$ cat src/rtl/register_file.sv
// rtl/register_file.sv - 2-read/1-write register file, r0 hardwired to zero.
// Optional same-cycle write-to-read forwarding when REGFILE_BYPASS_EN is defined.
module register_file #(
    parameter int DATA_WIDTH = 32,
    parameter int ADDR_WIDTH = 5
) (
    input  logic                  clk,
    input  logic                  rst_n,
    input  logic [ADDR_WIDTH-1:0] read_reg1,
    input  logic [ADDR_WIDTH-1:0] read_reg2,
    input  logic [ADDR_WIDTH-1:0] write_reg,
    input  logic [DATA_WIDTH-1:0] write_data,
    input  logic                  reg_write,
    output logic [DATA_WIDTH-1:0] read_data1,
    output logic [DATA_WIDTH-1:0] read_data2
);

    localparam int NUM_REGS = 1 << ADDR_WIDTH;

    // r0 has no storage; index 0 is left out of every array below.
    logic [DATA_WIDTH-1:0] regs_q [NUM_REGS-1:1];
    logic [DATA_WIDTH-1:0] regs_d [NUM_REGS-1:1];
    logic [NUM_REGS-1:1]   wr_en;
    logic [DATA_WIDTH-1:0] stored1;
    logic [DATA_WIDTH-1:0] stored2;

    always_comb begin
        wr_en = '0;
        for (int i = 1; i < NUM_REGS; i++) begin
            wr_en[i] = reg_write && (write_reg == ADDR_WIDTH'(i));
        end
    end

    always_comb begin
        regs_d = regs_q;
        for (int i = 1; i < NUM_REGS; i++) begin
            if (wr_en[i]) begin
                regs_d[i] = write_data;
            end
        end
    end

    always_ff @(posedge clk or negedge rst_n) begin
        if (!rst_n) begin
            for (int i = 1; i < NUM_REGS; i++) begin
                regs_q[i] <= '0;
            end
        end else begin
            regs_q <= regs_d;
        end
    end

    // Read muxes see only stored state, keeping the write decode off the read path.
    always_comb begin
        stored1 = '0;
        stored2 = '0;
        for (int i = 1; i < NUM_REGS; i++) begin
            if (read_reg1 == ADDR_WIDTH'(i)) stored1 = regs_q[i];
            if (read_reg2 == ADDR_WIDTH'(i)) stored2 = regs_q[i];
        end
    end

`ifdef REGFILE_BYPASS_EN
    logic fwd1;
    logic fwd2;

    assign fwd1 = rst_n && reg_write && (write_reg != '0) && (write_reg == read_reg1);
    assign fwd2 = rst_n && reg_write && (write_reg != '0) && (write_reg == read_reg2);
    assign read_data1 = fwd1 ? write_data : stored1;
    assign read_data2 = fwd2 ? write_data : stored2;
`else
    assign read_data1 = stored1;
    assign read_data2 = stored2;
`endif

    a_write_addr_known: assert property (
        @(posedge clk) disable iff (!rst_n) reg_write |-> !$isunknown(write_reg)
    );

endmodule
$ cat config.mk
export PLATFORM = sky130hd
export DESIGN_NAME = register_file
export DESIGN_NICKNAME = d
export VERILOG_FILES = /design/src/rtl/register_file.sv
export SDC_FILE = /design/constraint.sdc
export NUM_CORES = 2
export LEC_CHECK = 0
export BUFFER_PORTS_ARGS = -buffer_cell sky130_fd_sc_hd__buf_2
export CAP_MARGIN = 20
export CORE_UTILIZATION = 59
export DETAILED_ROUTE_END_ITERATION = 12
export GPL_ROUTABILITY_DRIVEN = 0
export MAX_ROUTING_LAYER = met4
export PLACE_DENSITY = 0.8
export SLEW_MARGIN = 20
export SYNTH_ARGS = -nofsm -noshare
export SYNTH_HDL_FRONTEND = slang
export SYNTH_SLANG_ARGS = --single-unit
$ cat constraint.sdc
create_clock -name clk -period 2.8 [get_ports clk]
set_clock_uncertainty 0.15 [all_clocks]
set_input_delay 0.28 -clock clk [delete_from_list [all_inputs] [get_ports clk]]
set_output_delay 0.28 -clock clk [all_outputs]
set_load 0.005 [all_outputs]
==> run summary, run 1 <==
most common cell in the synthesized netlist -> mux2_2
Synth cell types -> 90
leading area contributor after synthesis -> dfrtp_1
HPWL Detailed -> 186 mm
failing step -> 5_1_grt
largest net degree at the start of global routing -> 94
row count -> 112
CTS Buffer Depth -> 3
Synth async-reset ratio -> 100%
Ports -> 114
Synth Warn # -> 0
number of synthesized flops with an enable pin -> 0
FF+latch count, synth -> 992
DIE WIDTH -> 309 um
worst endpoint after global-route timing repair -> read_data1[17]
DP Worst Slack -> -0.536 ns
post-synthesis instance total -> 5289
grt total ovfl -> 541
CTS Buf Count -> 102
Starting Density -> 59.6%
worst ep type -> top-level output
Synth Flop Type -> dfrtp_1
sequential share of the synthesized area -> 44.6%
first error -> [ERROR GRT-0232] Routing congestion too high. Check the congestion heatmap in the GUI.
CTS sink count -> 992
port bufs -> 113
top-area cell type share of the netlist area -> 44.6%
list of most frequent post-synthesis cells -> 1044 x mux2_2, 992 x dfrtp_1, 423 x o21ai_0
Cell Area, Synth -> 55700 um2
Syn Nets -> 5339
status -> did not finish
Die Y -> 309 um
Avg Inst Size Synth -> 10.5 um2
overall global routing resource usage -> 76.0%
Clock Tree Root -> clkbuf_16
# placed instances -> 7134
H-tree depth -> 3
Synth area leaders -> dfrtp_1 45%, mux2_2 21%, o21ai_0 3.8%, a21oi_1 3.3%, mux2i_1 2.6%
logic make-up after synthesis:
group	count (synthesis)	synth area share, %
AOI/OAI and AO/OA	1658	19.1
buffers and inverters	550	4.54
DFF	992	44.6
muxes	1204	24.2
and+or+nand+nor	885	7.58
routing by layer:
metal,overflow,GRT usage [%]
met5,-,-
met1,75,75.6
met4,198,73.7
met3,67,68.9
met2,201,83.2
per-stage QoR:
stage	util, %	hold slack, ns	instance area [um2]
2_1_floorplan	-	-0.166	55700
4_1_cts	75.8	0.0183	70800
3_3_place_gp	69.1	0.132	64600
3_5_place_dp	69.1	0.134	64600
what timing repair did:
item                                    4_1_cts
endpoints found under the setup margin       64
hold endpoints to repair                    294
hold buffers                                  5
gates resized for setup                     501
pin swaps                                   200
setup buffers                                96
gates cloned                                  1
==> run 2, diff against run 1 <==
--- a/config.mk
+++ b/config.mk
@@ -7,11 +7,10 @@
 export LEC_CHECK = 0
 export BUFFER_PORTS_ARGS = -buffer_cell sky130_fd_sc_hd__buf_2
 export CAP_MARGIN = 20
-export CORE_UTILIZATION = 59
+export CORE_UTILIZATION = 40
 export DETAILED_ROUTE_END_ITERATION = 12
 export GPL_ROUTABILITY_DRIVEN = 0
-export MAX_ROUTING_LAYER = met4
-export PLACE_DENSITY = 0.8
+export PLACE_DENSITY_LB_ADDON = 0.15
 export SLEW_MARGIN = 20
 export SYNTH_ARGS = -nofsm -noshare
 export SYNTH_HDL_FRONTEND = slang
==> run 2 against run 1 <==
  * The flow now finishes, with violations (setup timing)
  * Synthesized cell count is the same
  * Synthesized area did not move
==> run summary, run 2 <==
final period utilization -> 128%
most used cell, CP -> buf_4
Largest Register -> regs_q
max FFs per register -> 992
CP startpoint kind -> flop
Avg Inst Size Synth -> 10.5 um2
largest net degree at the start of global routing -> 97
post-layout min period -> 3.58 ns
Sw Ratio -> 32.2%
sequential share of the synthesized area -> 44.6%
fin area -> 76300 um2
port bufs -> 113
antenna-violating nets left -> 0
initial antenna violation count -> 20
commonest non-fill, non-tap cell in the layout -> mux2_2
sequential cell fraction of total power -> 42.4%
DR iter-0 viols -> 9134
slowest CP cell -> a222oi_1
P_int -> 32300 uW
FF+latch count, synth -> 992
H-tree depth -> 3
Ports -> 114
Relative slew margins -> 38.4%
core area -> 138000 um2
vias in the first global route -> 53500
1st-pass router iterations -> 8
Clock Tree Root -> clkbuf_16
Max Freq -> 279 MHz
DRC viols -> 0
Arr. time, crit path -> 3.15 ns
via count -> 56400
overall global routing resource usage -> 42.0%
Nets -> 6314
# placed instances -> 7799
RSZ-0062 raised after global routing -> yes
NetSw -> 15400 uW
leading area contributor after synthesis -> dfrtp_1
Cell Area, Placed -> 66500 um2
Die Y -> 375 um
worst slew pin tran -> 0.924 ns
Worst Slack Setup Final -> -0.781 ns
worst-skew pair later-pin latency -> 0.77 ns
worst path required time -> 2.37 ns
global-route wire length before repair -> 421 mm
Multi-input gate area -> 31800 um2
CTS Buffer Depth -> 3
Synth cell types -> 90
FILL cells -> 12000
Reg clk slew, reported paths -> 0.06 ns
WS Path Type -> reg2out
Leakage -> 0.0336 uW
failing checks -> setup timing
Synth Warn # -> 0
Cell Area, Synth -> 55700 um2
status -> complete, but fails checks
most frequent cells in the layout -> 1028 x mux2_2, 978 x buf_4, 973 x dfrtp_1, 310 x o21ai_0, 283 x a21oi_1
crit path capture type -> primary output
CTS Buf Count -> 112
Area Overhead vs Synth -> 36.9%
DIE WIDTH -> 375 um
list of most frequent post-synthesis cells -> 1044 x mux2_2, 992 x dfrtp_1, 423 x o21ai_0
TritonCTS clock tree -> done
PD cells -> 625 nW/um2
non-filler instance count after layout -> 8171
grt total ovfl -> 0
CTS sink count -> 992
HPWL Detailed -> 220 mm
Max Cap Viol -> 0
post-synthesis instance total -> 5289
R2R Setup Slk -> 1.63 ns
setup violators final -> 62
peak supply drop -> 0.553 mV
Synth area leaders -> dfrtp_1 45%, mux2_2 21%, o21ai_0 3.8%, a21oi_1 3.3%, mux2i_1 2.6%
Slew Viols, Final -> 0
biggest regs -> regs_q x992
most common cell in the synthesized netlist -> mux2_2
Clk pwr share -> 34.8%
class of the worst hold path -> in2reg
number of synthesized flops with an enable pin -> 0
Synth async-reset ratio -> 100%
Vias/cell -> 6.90
final hold viol count -> 0
Die ar. -> 141000 um2
Reg area -> 24800 um2
WL/cell -> 37.4 um
row count -> 136
crit-path cells -> nor2_4 -> o22ai_2 -> a22o_1 -> o221ai_2 -> a222oi_1 -> buf_4 -> nor4_2 -> o21ai_1 -> buf_4 -> buf_6
share of layout cells above drive strength 1 -> 50.2%
Starting Density -> 40.4%
top-area cell type share of the netlist area -> 44.6%
Logic pwr share -> 22.9%
routed wire length -> 306 mm
worst-path fanout max -> 3
Synth Flop Type -> dfrtp_1
Syn Nets -> 5339
CP peak stage delay -> 0.68 ns
## run 2: cell counts after synthesis
No cell type changed its count.
## run 2: final cells by class
class | instances | area share [%]
clock buffers | 160 | 4.29
clock inverters | 52 | 1.04
multi-input cells | 3747 | 41.7
repair buffers | 1387 | 17.2
well taps | 1794 | 2.94
inverters | 24 | 0.126
diodes | 15 | 0.0492
flip-flops and latches | 992 | 32.6
## run 2: worst paths after layout
| kind | start | endpoint | cells after the start |
|---|---|---|---|
| max | regs_q[44]$_DFFE_PN0P_ | read_data2[12] | 10 |
| min | write_reg[2] | regs_q[578]$_DFFE_PN0P_ | 4 |
| max reg2reg | regs_q[152]$_DFFE_PN0P_ | regs_q[152]$_DFFE_PN0P_ | 3 |
| min reg2reg | regs_q[516]$_DFFE_PN0P_ | regs_q[516]$_DFFE_PN0P_ | 1 |
| max in group asynchronous | rst_n | regs_q[391]$_DFFE_PN0P_ | 3 |
| min in group asynchronous | rst_n | regs_q[213]$_DFFE_PN0P_ | 3 |
## run 2: logic make-up (layout without fill, tap and decap cells)
kind of cell           count (synthesis)  in the layout  share of synthesized area (%)
buffers and inverters                550           1623                           4.54
flip-flops                           992            992                           44.6
AND/OR/NAND/NOR                      885            885                           7.58
AO/OA/AOI/OAI                       1658           1658                           19.1
multiplexers                        1204           1204                           24.2
other                                  0             15                              0
## run 2: layer usage
| metal | vias up | part of all wire, % | GRT usage, % |
|---|---|---|---|
| met5 | - | 0.019 | 0 |
| met4 | 10 | 9.1 | 29.2 |
| met3 | 1373 | 13 | 12.9 |
| met2 | 4728 | 41 | 60.1 |
| met1 | 28400 | 37 | 53.9 |
| li1 | 21900 | - | - |
## run 2: what timing repair did
action                     4_1_cts  5_1_grt
buffers inserted                94       78
resized for setup              644      361
hold buffers                     7        0
gates cloned                     7        4
setup endpoints to repair       64       64
pin swaps                      249      199
hold endpoints to repair       745        0
## run 2: through the flow
step	setup TNS [ns]	setup WS [ns]	power [uW]	hold slack (ns)	util, %
after floorplan	0	0.389	24100	-0.166	-
after global placement	-30.03	-0.860	28900	0.0919	48.3
after detailed placement	-30.11	-0.893	29200	0.0887	48.3
after CTS	-16.96	-0.739	46600	0.0456	53.7
after global routing	-19.07	-0.792	48700	0.0832	55.3
final	-19.09	-0.781	47700	0.0547	55.3
## run 2: worst max-delay path, delay by kind of cell, from the launching register on
family / cells / cell delay (ns)
AO/OA/AOI/OAI: 5 / 1.33
buffers and inverters: 3 / 0.52
flip-flops: 1 / 0.41
AND/OR/NAND/NOR: 2 / 0.13
## run 2: power groups by stage
stage,sequential (uW),combinational (uW),clock (uW)
3_3_place_gp,20000,8900,0
5_1_grt,20300,11200,17100
6_report,20200,10900,16600
3_5_place_dp,20100,9070,0
2_1_floorplan,18900,5190,0
4_1_cts,19900,10100,16600
Note: power is estimated with default switching activity, not from simulation.
